[config.mk]
export PLATFORM = sky130hd
export DESIGN_NAME = prog_loader
export DESIGN_NICKNAME = d
export VERILOG_FILES = /design/src/rtl/prog_loader_pkg.sv /design/src/rtl/word_packer.sv /design/src/rtl/prog_loader.sv
export SDC_FILE = /design/constraint.sdc
export NUM_CORES = 1
export LEC_CHECK = 0
export BUFFER_PORTS_ARGS = -buffer_cell sky130_fd_sc_hd__clkbuf_2
export CAP_MARGIN = 20
export CORE_MARGIN = 5
export CORE_UTILIZATION = 35
export CTS_BUF_LIST = sky130_fd_sc_hd__clkbuf_4
export CTS_CLUSTER_DIAMETER = 50
export DETAILED_ROUTE_END_ITERATION = 10
export GPL_ROUTABILITY_DRIVEN = 0
export PLACE_DENSITY = 0.53
export SLEW_MARGIN = 10
export SYNTH_ARGS = -nofsm -noshare
export SYNTH_HDL_FRONTEND = slang
export SYNTH_SLANG_ARGS = --single-unit
[constraint.sdc]
create_clock -name clk_in -period 3.3 [get_ports clk_in]
set_clock_uncertainty 0.15 [all_clocks]
set_input_delay 0.66 -clock clk_in [delete_from_list [all_inputs] [get_ports clk_in]]
set_output_delay 0.66 -clock clk_in [all_outputs]
set_load 0.01 [all_outputs]
[src/rtl/prog_loader_pkg.sv]
`default_nettype none
// ============================================================================
// Module      : prog_loader_pkg
// Description : Shared constants, state encoding and helpers for the program
//               memory loader (prog_loader / word_packer).
// Revision    : 1.0 - initial release
// ============================================================================
package prog_loader_pkg;

    // Host link carries one byte per transfer
    localparam int BYTE_W = 8;

    // Loader state encoding (explicit 3-bit width)
    typedef logic [2:0] state_t;
    localparam state_t ST_IDLE = 3'd0;
    localparam state_t ST_LEN  = 3'd1;
    localparam state_t ST_DATA = 3'd2;
    localparam state_t ST_CSUM = 3'd3;
    localparam state_t ST_DONE = 3'd4;
    localparam state_t ST_ERR  = 3'd5;

    // Number of host bytes that make up one instruction word
    function automatic int bytes_per_word(input int word_width);
        return word_width / BYTE_W;
    endfunction

endpackage
`default_nettype wire

[src/rtl/word_packer.sv]
`default_nettype none
// ============================================================================
// Module      : word_packer
// Description : Shifts accepted bytes MSB-first into an instruction word and
//               emits a one-cycle o_word_valid the cycle after the final byte
//               of a word is accepted. o_word holds until the next word.
// Revision    : 1.0 - initial release
// ============================================================================
module word_packer
    import prog_loader_pkg::*;
#(
    parameter int WORD_WIDTH = 24
)
(
    input  logic                  clk,
    input  logic                  rst,
    input  logic                  i_clear,
    input  logic                  i_accept,
    input  logic [BYTE_W-1:0]     i_byte,
    output logic                  o_last,
    output logic                  o_word_valid,
    output logic [WORD_WIDTH-1:0] o_word
);

    localparam int c_BPW = bytes_per_word(WORD_WIDTH);
    localparam int c_CW  = (c_BPW > 1) ? $clog2(c_BPW) : 1;

    logic [c_CW-1:0]       r_cnt;
    logic [WORD_WIDTH-1:0] r_acc;
    logic [WORD_WIDTH-1:0] r_word;
    logic                  r_word_valid;
    logic [WORD_WIDTH-1:0] w_next_acc;
    logic                  w_last;

    // Next accumulator value: earlier bytes move toward the MSB end
    assign w_next_acc = (r_acc << BYTE_W) | WORD_WIDTH'(i_byte);
    assign w_last     = i_accept && (r_cnt == c_CW'(c_BPW - 1));

    // Byte counting, shifting and word capture on the final byte
    always_ff @(posedge clk or posedge rst) begin
        if (rst) begin
            r_cnt        <= '0;
            r_acc        <= '0;
            r_word       <= '0;
            r_word_valid <= 1'b0;
        end else begin
            r_word_valid <= w_last;
            if (i_clear) begin
                r_cnt <= '0;
                r_acc <= '0;
            end else if (i_accept) begin
                r_acc <= w_next_acc;
                r_cnt <= w_last ? '0 : r_cnt + c_CW'(1);
                if (w_last) begin
                    r_word <= w_next_acc;
                end
            end
        end
    end

    assign o_last       = w_last;
    assign o_word_valid = r_word_valid;
    assign o_word       = r_word;

endmodule
`default_nettype wire

[src/rtl/prog_loader.sv]
`default_nettype none
// ============================================================================
// Module      : prog_loader
// Description : Program-memory writer. Receives a length byte followed by
//               instruction bytes (MSB first) over a valid/ready byte link,
//               writes assembled words at incrementing addresses from 0 and
//               holds the core in reset while loading.
//               Optional checksum stage: define PROG_LOADER_CSUM_EN to expect
//               a trailing XOR-of-data-bytes checksum byte.
// Revision    : 1.0 - initial release
// ============================================================================
module prog_loader
    import prog_loader_pkg::*;
#(
    parameter int WORD_WIDTH = 24,
    parameter int ADDR_BITS  = 8
)
(
    input  logic                  clk_in,
    input  logic                  rst_in,
    input  logic                  start,
    input  logic [7:0]            byte_in,
    input  logic                  byte_valid,
    output logic                  byte_ready,
    output logic                  mem_we,
    output logic [ADDR_BITS-1:0]  mem_addr,
    output logic [WORD_WIDTH-1:0] mem_data,
    output logic                  cpu_rst,
    output logic                  busy,
    output logic                  done,
    output logic                  error,
    output logic [ADDR_BITS:0]    words_loaded
);

    localparam int c_LW = ADDR_BITS + 1;

    state_t                r_state;
    logic [c_LW-1:0]       r_len;
    logic [c_LW-1:0]       r_words_loaded;
    logic [ADDR_BITS-1:0]  r_mem_addr;
    logic                  r_cpu_rst;
    logic                  r_busy;
    logic                  r_done;
    logic                  r_error;
`ifdef PROG_LOADER_CSUM_EN
    logic [7:0]            r_csum;
`endif

    logic                  w_ready;
    logic                  w_xfer;
    logic                  w_start_go;
    logic                  w_len_ok;
    logic                  w_word_last;
    logic                  w_final_word;
    logic                  w_word_valid;
    logic [WORD_WIDTH-1:0] w_word;

    // Handshake, start qualification and length validation
    assign w_ready      = (r_state == ST_LEN) || (r_state == ST_DATA) || (r_state == ST_CSUM);
    assign w_xfer       = byte_valid && w_ready;
    assign w_start_go   = start && ((r_state == ST_IDLE) || (r_state == ST_DONE) || (r_state == ST_ERR));
    assign w_len_ok     = (byte_in != 8'd0) && (32'(byte_in) <= (32'd1 << ADDR_BITS));
    assign w_final_word = (r_words_loaded + c_LW'(1)) == r_len;

    word_packer #(
        .WORD_WIDTH   (WORD_WIDTH)
    ) u_word_packer (
        .clk          (clk_in),
        .rst          (rst_in),
        .i_clear      (w_start_go),
        .i_accept     (w_xfer && (r_state == ST_DATA)),
        .i_byte       (byte_in),
        .o_last       (w_word_last),
        .o_word_valid (w_word_valid),
        .o_word       (w_word)
    );

    // Load sequencing, write addressing, status flags and checksum
    always_ff @(posedge clk_in or posedge rst_in) begin
        if (rst_in) begin
            r_state        <= ST_IDLE;
            r_len          <= '0;
            r_words_loaded <= '0;
            r_mem_addr     <= '0;
            r_cpu_rst      <= 1'b0;
            r_busy         <= 1'b0;
            r_done         <= 1'b0;
            r_error        <= 1'b0;
`ifdef PROG_LOADER_CSUM_EN
            r_csum         <= '0;
`endif
        end else begin
            case (r_state)
                ST_IDLE, ST_DONE, ST_ERR: begin
                    if (w_start_go) begin
                        r_state        <= ST_LEN;
                        r_done         <= 1'b0;
                        r_error        <= 1'b0;
                        r_words_loaded <= '0;
                        r_cpu_rst      <= 1'b1;
                        r_busy         <= 1'b1;
`ifdef PROG_LOADER_CSUM_EN
                        r_csum         <= '0;
`endif
                    end
                end
                ST_LEN: begin
                    if (w_xfer) begin
                        if (w_len_ok) begin
                            r_len   <= c_LW'(byte_in);
                            r_state <= ST_DATA;
                        end else begin
                            r_state <= ST_ERR;
                            r_error <= 1'b1;
                            r_busy  <= 1'b0;
                        end
                    end
                end
                ST_DATA: begin
`ifdef PROG_LOADER_CSUM_EN
                    if (w_xfer) begin
                        r_csum <= r_csum ^ byte_in;
                    end
`endif
                    if (w_word_last) begin
                        r_mem_addr     <= r_words_loaded[ADDR_BITS-1:0];
                        r_words_loaded <= r_words_loaded + c_LW'(1);
                        if (w_final_word) begin
`ifdef PROG_LOADER_CSUM_EN
                            r_state   <= ST_CSUM;
`else
                            r_state   <= ST_DONE;
                            r_done    <= 1'b1;
                            r_busy    <= 1'b0;
                            r_cpu_rst <= 1'b0;
`endif
                        end
                    end
                end
`ifdef PROG_LOADER_CSUM_EN
                ST_CSUM: begin
                    if (w_xfer) begin
                        r_busy <= 1'b0;
                        if (byte_in == r_csum) begin
                            r_state   <= ST_DONE;
                            r_done    <= 1'b1;
                            r_cpu_rst <= 1'b0;
                        end else begin
                            r_state <= ST_ERR;
                            r_error <= 1'b1;
                        end
                    end
                end
`endif
                default: begin
                    r_state <= ST_IDLE;
                end
            endcase
        end
    end

    assign byte_ready   = w_ready;
    assign mem_we       = w_word_valid;
    assign mem_addr     = r_mem_addr;
    assign mem_data     = w_word;
    assign cpu_rst      = r_cpu_rst;
    assign busy         = r_busy;
    assign done         = r_done;
    assign error        = r_error;
    assign words_loaded = r_words_loaded;

endmodule
`default_nettype wire
==> metrics.cfg, run 1 <==
[cts]
h-tree-depth = 3
post_cts_resized = 0
worst_skew_pair.late_latency_ps = 410
cts_root_buffer = clkbuf_4
cts.path.max_buffers = 2
clkSinkCount = 75
cts_tree = built
numCtsBuffers = 9
post_cts_buffers = 0
path_clk_slew_ps = 120
ctsHoldBuffers = 0

[sta]
tns_ps = 0
grt_setup_unrepaired = no
hold_violations = 0
hold-worst-slack_ps = 164
slew_headroom = 0.551
fmax_mhz = 363
setup_viol = 0
worst_pin_slew_ps = 671
slew_viol_final = 0
period_share = 0.834
fin_crit_ps = 2750

[worst_setup_path]
crit_chain = ha_1 -> nand2_1 -> or4_1 -> a21oi_1 -> nor3_1 -> or2_1 -> a311o_1
slowest_delay_ps = 550
endpoint_kind = flip-flop
cp.arrival_ps = 2900
required_ps = 3440
path_class = reg2reg
reg2reg_slack_ps = 550
reg2reg_to = done$_DFFE_PP0P_
critPathMaxFanout = 11
reg2reg_from = words_loaded[0]$_DFFE_PP0P_
rr_worst_depth = 7
crit_slowest_cell = dfrtp_1
cp-start-kind = flip-flop

[detailed_routing]
vias_per_cell = 4.90
firstDrtPassIters = 4
drt_iter0_drc = 94
vias = 2825
finalWirelength_microns = 8320
antenna_left = 0
routedWlPerCell_microns = 14.4
drc = 0

[synthesis]
synth_seq_area_share = 0.538
synth.area.top_cells = dfrtp_1 (54%), nand2_1 (15%), o21ai_0 (4.3%)
synthesis.instances = 383
synth_compound_area_frac = 0.101
synth.avg_cell_area_sq_um = 9.11
yosys.area_share.xor_xnor = 0.0201
syn-num-nets = 396
netlist.top_cell.by_area = dfrtp_1
ys_seq_elements = 75
synth_top_family_by_area = simple AND/OR/NAND/NOR gates
synthMuxAreaShare = 0.0258
ys_types = 53
yosysWarnings = 0
synth-simple-area-share = 0.265
netlist.area_leader.share = 0.538
netlist_area_sq_um = 3490
synthAdderAreaFrac = 0.00359

[floorplanning]
rows = 36
dieWidth_microns = 110
core_area_sq_um = 9730
die_y_microns = 110
initial_core_util = 0.359
num_io_pins = 59
die_area_sq_um = 12100

[job]
max_cap_violations = 0

[global_routing]
antenna_found_initial = 1
grt_pass1_vias = 2651
grt_use_total = 0.149
grt_pass1_wl_microns = 13800
grt_overflow_total = 0
grt_max_degree = 40

[power]
p_per_area_nw_per_um2 = 556
ir_worst_vdd_uv = 163
p_leak_uw = 0.00199

[finish]
nets = 451
fillers = 1032
drive_above_1_share = 0.223
regArea_sq_um = 1880
area_growth_pct = 14.8
multiInputGateArea_sq_um = 1450

[placed_design]
portBuffers = 58
place_hpwl_microns = 5920

[min_path]
hold_path.class = in2async

[run_status]
status = finished, final reports clean

## metal layers
layer	vias to the layer above	track usage	wire length [microns]
met1	1364	0.209	3990
met3	11	0.0294	369
met4	0	0.0588	131
met2	56	0.224	3830
met5	-	0	0
li1	1394	-	-
## layout make-up
class	count	share of cell area
flip-flops and latches	75	0.468
repair buffers	66	0.0874
multi-input cells	279	0.362
well taps	133	0.0415
clock buffers	13	0.0244
diodes	1	0.000624
inverters	7	0.00656
clock inverters	3	0.00968
## logic make-up after synthesis
logic type               Yosys count
AND/OR/NAND/NOR                  202
flip-flops                        75
AO/OA/AOI/OAI                     60
buffers and inverters             29
XOR/XNOR                           8
multiplexers                       8
adder cells (fa/ha/maj)            1
## power breakdown
group	switching [uW]	internal, uW
Clock	307	263
Combinational	257	212
Sequential	145	1040
Total	710	1520
## cell usage after synthesis, drive strengths merged
| library cell | count |
|---|---|
| nand3 | 8 |
| nor2 | 16 |
| nor3 | 7 |
| buf | 8 |
| o32ai | 1 |
| nand3b | 3 |
| a211oi | 3 |
| a21oi | 13 |
| and4 | 1 |
| o21ai | 30 |
| or4b | 1 |
| a311o | 1 |
| a31oi | 2 |
| xor2 | 5 |
| mux2 | 8 |
| o2111ai | 1 |
| inv | 6 |
| clkinv | 1 |
| a21o | 1 |
| o31ai | 1 |
| or4 | 2 |
| and3 | 2 |
| nor4 | 3 |
| nand2b | 4 |
| nor4b | 2 |
| clkbuf | 14 |
| nor3b | 3 |
| a2bb2oi | 1 |
| dfrtp | 75 |
| ha | 1 |
| or2b | 2 |
| nor2b | 2 |
| a2111oi | 1 |
| o211ai | 1 |
| nand2 | 141 |
| nand4 | 1 |
| or2 | 3 |
| a311oi | 1 |
| o41ai | 2 |
| xnor2 | 3 |
| a221oi | 1 |
| and2 | 1 |
## registers in the layout, summed over array words and instances (netlist names)
register	cells
u_word_packer.o_word	24
u_word_packer.o_word_valid	1
u_word_packer.r_acc	16
error	1
r_state	3
done	1
mem_addr	8
busy	1
r_len	8
u_word_packer.r_cnt	2
cpu_rst	1
words_loaded	9
## how the worst max path moves through the flow
| stage | slack, ps | start | to |
|---|---|---|---|
| after floorplan | 580 | rst_in | busy$_DFFE_PP0P_ |
| after detailed placement | 600 | words_loaded[0]$_DFFE_PP0P_ | done$_DFFE_PP0P_ |
| final | 550 | words_loaded[0]$_DFFE_PP0P_ | done$_DFFE_PP0P_ |
| after global routing | 380 | words_loaded[0]$_DFFE_PP0P_ | done$_DFFE_PP0P_ |
| after CTS | 550 | words_loaded[0]$_DFFE_PP0P_ | done$_DFFE_PP0P_ |
| after global placement | 710 | words_loaded[0]$_DFFE_PP0P_ | done$_DFFE_PP0P_ |
## layout by cell type, fill, tap and decap left out, types with 3 or more instances in the layout
| cell | count |
|---|---|
| nor4_1 | 3 |
| nand2_1 | 141 |
| o21ai_0 | 30 |
| buf_4 | 8 |
| clkbuf_2 | 58 |
| inv_1 | 5 |
| xor2_1 | 5 |
| dfrtp_1 | 75 |
| clkbuf_4 | 13 |
| xnor2_1 | 3 |
| nor2_1 | 16 |
| mux2_2 | 8 |
| a211oi_1 | 3 |
| a21oi_1 | 13 |
| nand3_1 | 6 |
| nand2b_1 | 4 |
| nor3_1 | 6 |
| nand3b_1 | 3 |
## worst max-delay path: cells and delay by family, from the launching register on
kind / cells / cell delay (ps)
AO/OA/AOI/OAI: 2 / 540
flip-flops: 1 / 550
adder cells (fa/ha/maj): 1 / 460
AND/OR/NAND/NOR: 4 / 940
## through the flow
step	utilization	instances	power (uW)	cell area (sq um)	setup WS, ps
5_1_grt	0.412	577	2390	4010	377
4_1_cts	0.412	576	2260	4010	546
3_3_place_gp	0.398	560	1670	3870	707
2_1_floorplan	-	383	1540	3490	580
6_report	0.412	577	2230	4010	547
3_5_place_dp	0.398	560	1680	3870	601
(Power assumes the default switching activity.)
==> run 2: changes to the inputs <==
--- a/config.mk
+++ b/config.mk
@@ -5,6 +5,7 @@
 export SDC_FILE = /design/constraint.sdc
 export NUM_CORES = 1
 export LEC_CHECK = 0
+export ABC_AREA = 1
 export BUFFER_PORTS_ARGS = -buffer_cell sky130_fd_sc_hd__clkbuf_2
 export CAP_MARGIN = 20
 export CORE_MARGIN = 5
@@ -13,7 +14,7 @@
 export CTS_CLUSTER_DIAMETER = 50
 export DETAILED_ROUTE_END_ITERATION = 10
 export GPL_ROUTABILITY_DRIVEN = 0
-export PLACE_DENSITY = 0.53
+export PLACE_DENSITY = 0.56
 export SLEW_MARGIN = 10
 export SYNTH_ARGS = -nofsm -noshare
 export SYNTH_HDL_FRONTEND = slang
==> constraint.sdc (replaced) <==
create_clock -name clk_in -period 2.45 [get_ports clk_in]
set_clock_uncertainty 0.15 [all_clocks]
set_input_delay 0.49 -clock clk_in [delete_from_list [all_inputs] [get_ports clk_in]]
set_output_delay 0.49 -clock clk_in [all_outputs]
set_load 0.01 [all_outputs]
==> metrics.cfg, run 2 <==
[floorplanning]
rows = 34  ; -5.6%
die_area_sq_um = 11100  ; -8.4%
initial_core_util = 0.362  ; +0.00298
die_y_microns = 105  ; -4.3%
num_io_pins = 59  ; unchanged
core_area_sq_um = 8760  ; -9.9%
dieWidth_microns = 105  ; -4.3%

[worst_setup_path]
critPathTopFamily = simple AND/OR/NAND/NOR gates
crit_chain = ha_1 -> nand2_1 -> nor2_1 -> nand2_1 -> nand2_1 -> nand2_1 -> nor2_1 -> nand2_1 -> nor2_1 -> nand2_1 -> nand2_2 -> nand2_1 -> nand2_1 -> o21ai_1
cp.arrival_ps = 2170  ; -730 ps
reg2reg_to = done$_DFFE_PP0P_
cp_common_cell = nand2_1
cp-start-kind = flip-flop
slowest_delay_ps = 450  ; -100 ps
crit_buf_inv = 0  ; unchanged
reg2reg_slack_ps = 440  ; -110 ps
rr_worst_depth = 14  ; +7
crit_slowest_cell = dfrtp_1
required_ps = 2610  ; -830 ps
endpoint = done$_DFFE_PP0P_
crit_cells = 14  ; +7
startpoint = words_loaded[0]$_DFFE_PP0P_
path_class = reg2reg
critPathMaxFanout = 6  ; -5
endpoint_kind = flip-flop
reg2reg_from = words_loaded[0]$_DFFE_PP0P_

[synthesis]
ys_types = 26  ; -51%
synth.avg_cell_area_sq_um = 8.83  ; -3.1%
yosysMostFrequentCell = nand2_1
netlist.area_leader.share = 0.592  ; +0.0544
synth_commonest_cells = nand2_1 (98), dfrtp_1 (75), inv_1 (50)
netlist.top_cell.by_area = dfrtp_1
synthesis.instances = 359  ; -6.3%
netlist_area_sq_um = 3170  ; -9.2%
syn-num-nets = 372  ; -6.1%
synth.area.top_cells = dfrtp_1 (59%), nand2_1 (12%), o21ai_0 (7.4%)
synth_flop_cell = dfrtp_1
async_flop_share = 1.00  ; unchanged
yosysWarnings = 0  ; unchanged
synth_seq_area_share = 0.592  ; +0.0544
ys_seq_elements = 75  ; unchanged
synth_edf_count = 0  ; unchanged

[finish]
area_growth_pct = 18.5
nets = 435  ; -3.5%
fin_area_sq_um = 3750  ; -6.3%
layout_commonest_cell = nand2_1
instances_no_fill = 535  ; -7.3%
largest_reg_flops = 24  ; unchanged
diodes = 0  ; -1
drive_above_1_share = 0.208  ; -0.0150
fillers = 885  ; -14%
layout_common_cells = nand2_1 (98), dfrtp_1 (75), clkbuf_2 (58)

[placed_design]
place_area_sq_um = 3600  ; -7.0%
dp.cells = 519  ; -7.3%
place_hpwl_microns = 5080  ; -14%
portBuffers = 58  ; unchanged

[detailed_routing]
vias = 2585  ; -8.5%
finalWirelength_microns = 7140  ; -14%
routedWlPerCell_microns = 13.3  ; -7.4%
vias_per_cell = 4.83  ; -1.3%
drt_iter0_drc = 116  ; +23%
antenna_left = 0  ; unchanged
drc = 0  ; unchanged
firstDrtPassIters = 4  ; unchanged

[cts]
h-tree-depth = 3  ; unchanged
clkSinkCount = 75  ; unchanged
cts_root_buffer = clkbuf_4
numCtsBuffers = 9  ; unchanged
post_cts_buffers = 0  ; unchanged
ctsHoldBuffers = 0  ; unchanged
worst_skew_pair.late_latency_ps = 400  ; about the same
post_cts_resized = 0  ; unchanged
cts.path.max_buffers = 2  ; unchanged
cts_tree = built
path_clk_slew_ps = 120  ; about the same

[sta]
tns_ps = 0  ; unchanged
hold_violations = 0  ; unchanged
grt_setup_unrepaired = no
setup_viol = 0  ; unchanged
period_share = 0.821  ; -0.0128
slew_viol_final = 0  ; unchanged
fmax_mhz = 497  ; +37%
worst_pin_slew_ps = 466  ; -206 ps
fin_crit_ps = 2010  ; -740 ps
slew_headroom = 0.689  ; +0.138

[global_routing]
grt_pass1_wl_microns = 12300  ; -11%
grt_pass1_vias = 2492  ; -6.0%
grt_max_degree = 76  ; +90%
grt_use_total = 0.135  ; -0.0131
grt_overflow_total = 0  ; unchanged
antenna_found_initial = 0  ; -1

[power]
p_per_area_nw_per_um2 = 968  ; +74%
p_leak_uw = 0.00191  ; -3.9%
ir_worst_vdd_uv = 511  ; +210%

[job]
max_cap_violations = 0  ; unchanged

[min_path]
hold_path.class = in2async

[run_status]
status = finished, final reports clean

-- run 2: metal layers --
layer / share of wire / GRT usage / vias to the layer above
met5: 0 / 0 / -
met4: 0.012 / 0.0374 / 0
met3: 0.053 / 0.0413 / 9
met2: 0.47 / 0.214 / 68
met1: 0.47 / 0.181 / 1232
li1: - / - / 1276
-- run 2: final cells by class --
class | count | area, sq um | share of cell area
well taps | 108 | 135 | 0.0360
repair buffers | 62 | 333 | 0.0886
clock buffers | 9 | 67.6 | 0.0180
clock inverters | 7 | 90.1 | 0.0240
inverters | 52 | 199 | 0.0530
multi-input cells | 222 | 1050 | 0.281
flip-flops and latches | 75 | 1880 | 0.500
-- run 2: worst register-to-register path, stage by stage, from the launching register on --
cell and delay [ps]:
dfrtp_1 450, ha_1 230, nand2_1 110, nor2_1 150, nand2_1 70, nand2_1 50, nand2_1 60, nor2_1 100
nand2_1 60, nor2_1 90, nand2_1 80, nand2_2 100, nand2_1 90, nand2_1 80, o21ai_1 60
-- run 2: kinds of logic after synthesis --
logic type / Yosys count / synth area share
buffers and inverters: 62 / 0.0754
XOR/XNOR: 3 / 0.00829
adder cells (fa/ha/maj): 1 / 0.00395
AO/OA/AOI/OAI: 73 / 0.126
AND/OR/NAND/NOR: 145 / 0.195
flip-flops: 75 / 0.592
-- run 2: worst min path at each step --
stage                                      start                                    to  slack, ps  cells after the start
after CTS                                 rst_in  u_word_packer.o_word[17]$_DFFE_PP0P_          6                      3
final                                     rst_in    u_word_packer.r_acc[1]$_DFFE_PP0P_          2                      3
after global routing                      rst_in  u_word_packer.o_word[17]$_DFFE_PP0P_         10                      3
after floorplan           r_state[0]$_DFFE_PP0P_                r_state[0]$_DFFE_PP0P_        290                      2
after detailed placement  r_state[0]$_DFFE_PP0P_                r_state[0]$_DFFE_PP0P_        310                      2
after global placement    r_state[0]$_DFFE_PP0P_                r_state[0]$_DFFE_PP0P_        310                      2
-- run 2: report_power, final --
part	switching [uW]	total [uW]	internal (uW)	leakage, uW
Clock	437	850	413	0.0000858
Sequential	181	1730	1550	0.00101
Combinational	663	1050	388	0.000816
-- run 2: metrics by stage --
step           hold WS [ps]  setup slack (ps)  power, uW  utilization
6_report               2.32               437       3630        0.428
4_1_cts                5.59               451       3690        0.428
5_1_grt                10.5               169       3920        0.428
2_1_floorplan           292               601       2460            -
3_5_place_dp            311               463       2830        0.410
3_3_place_gp            312               516       2810        0.410
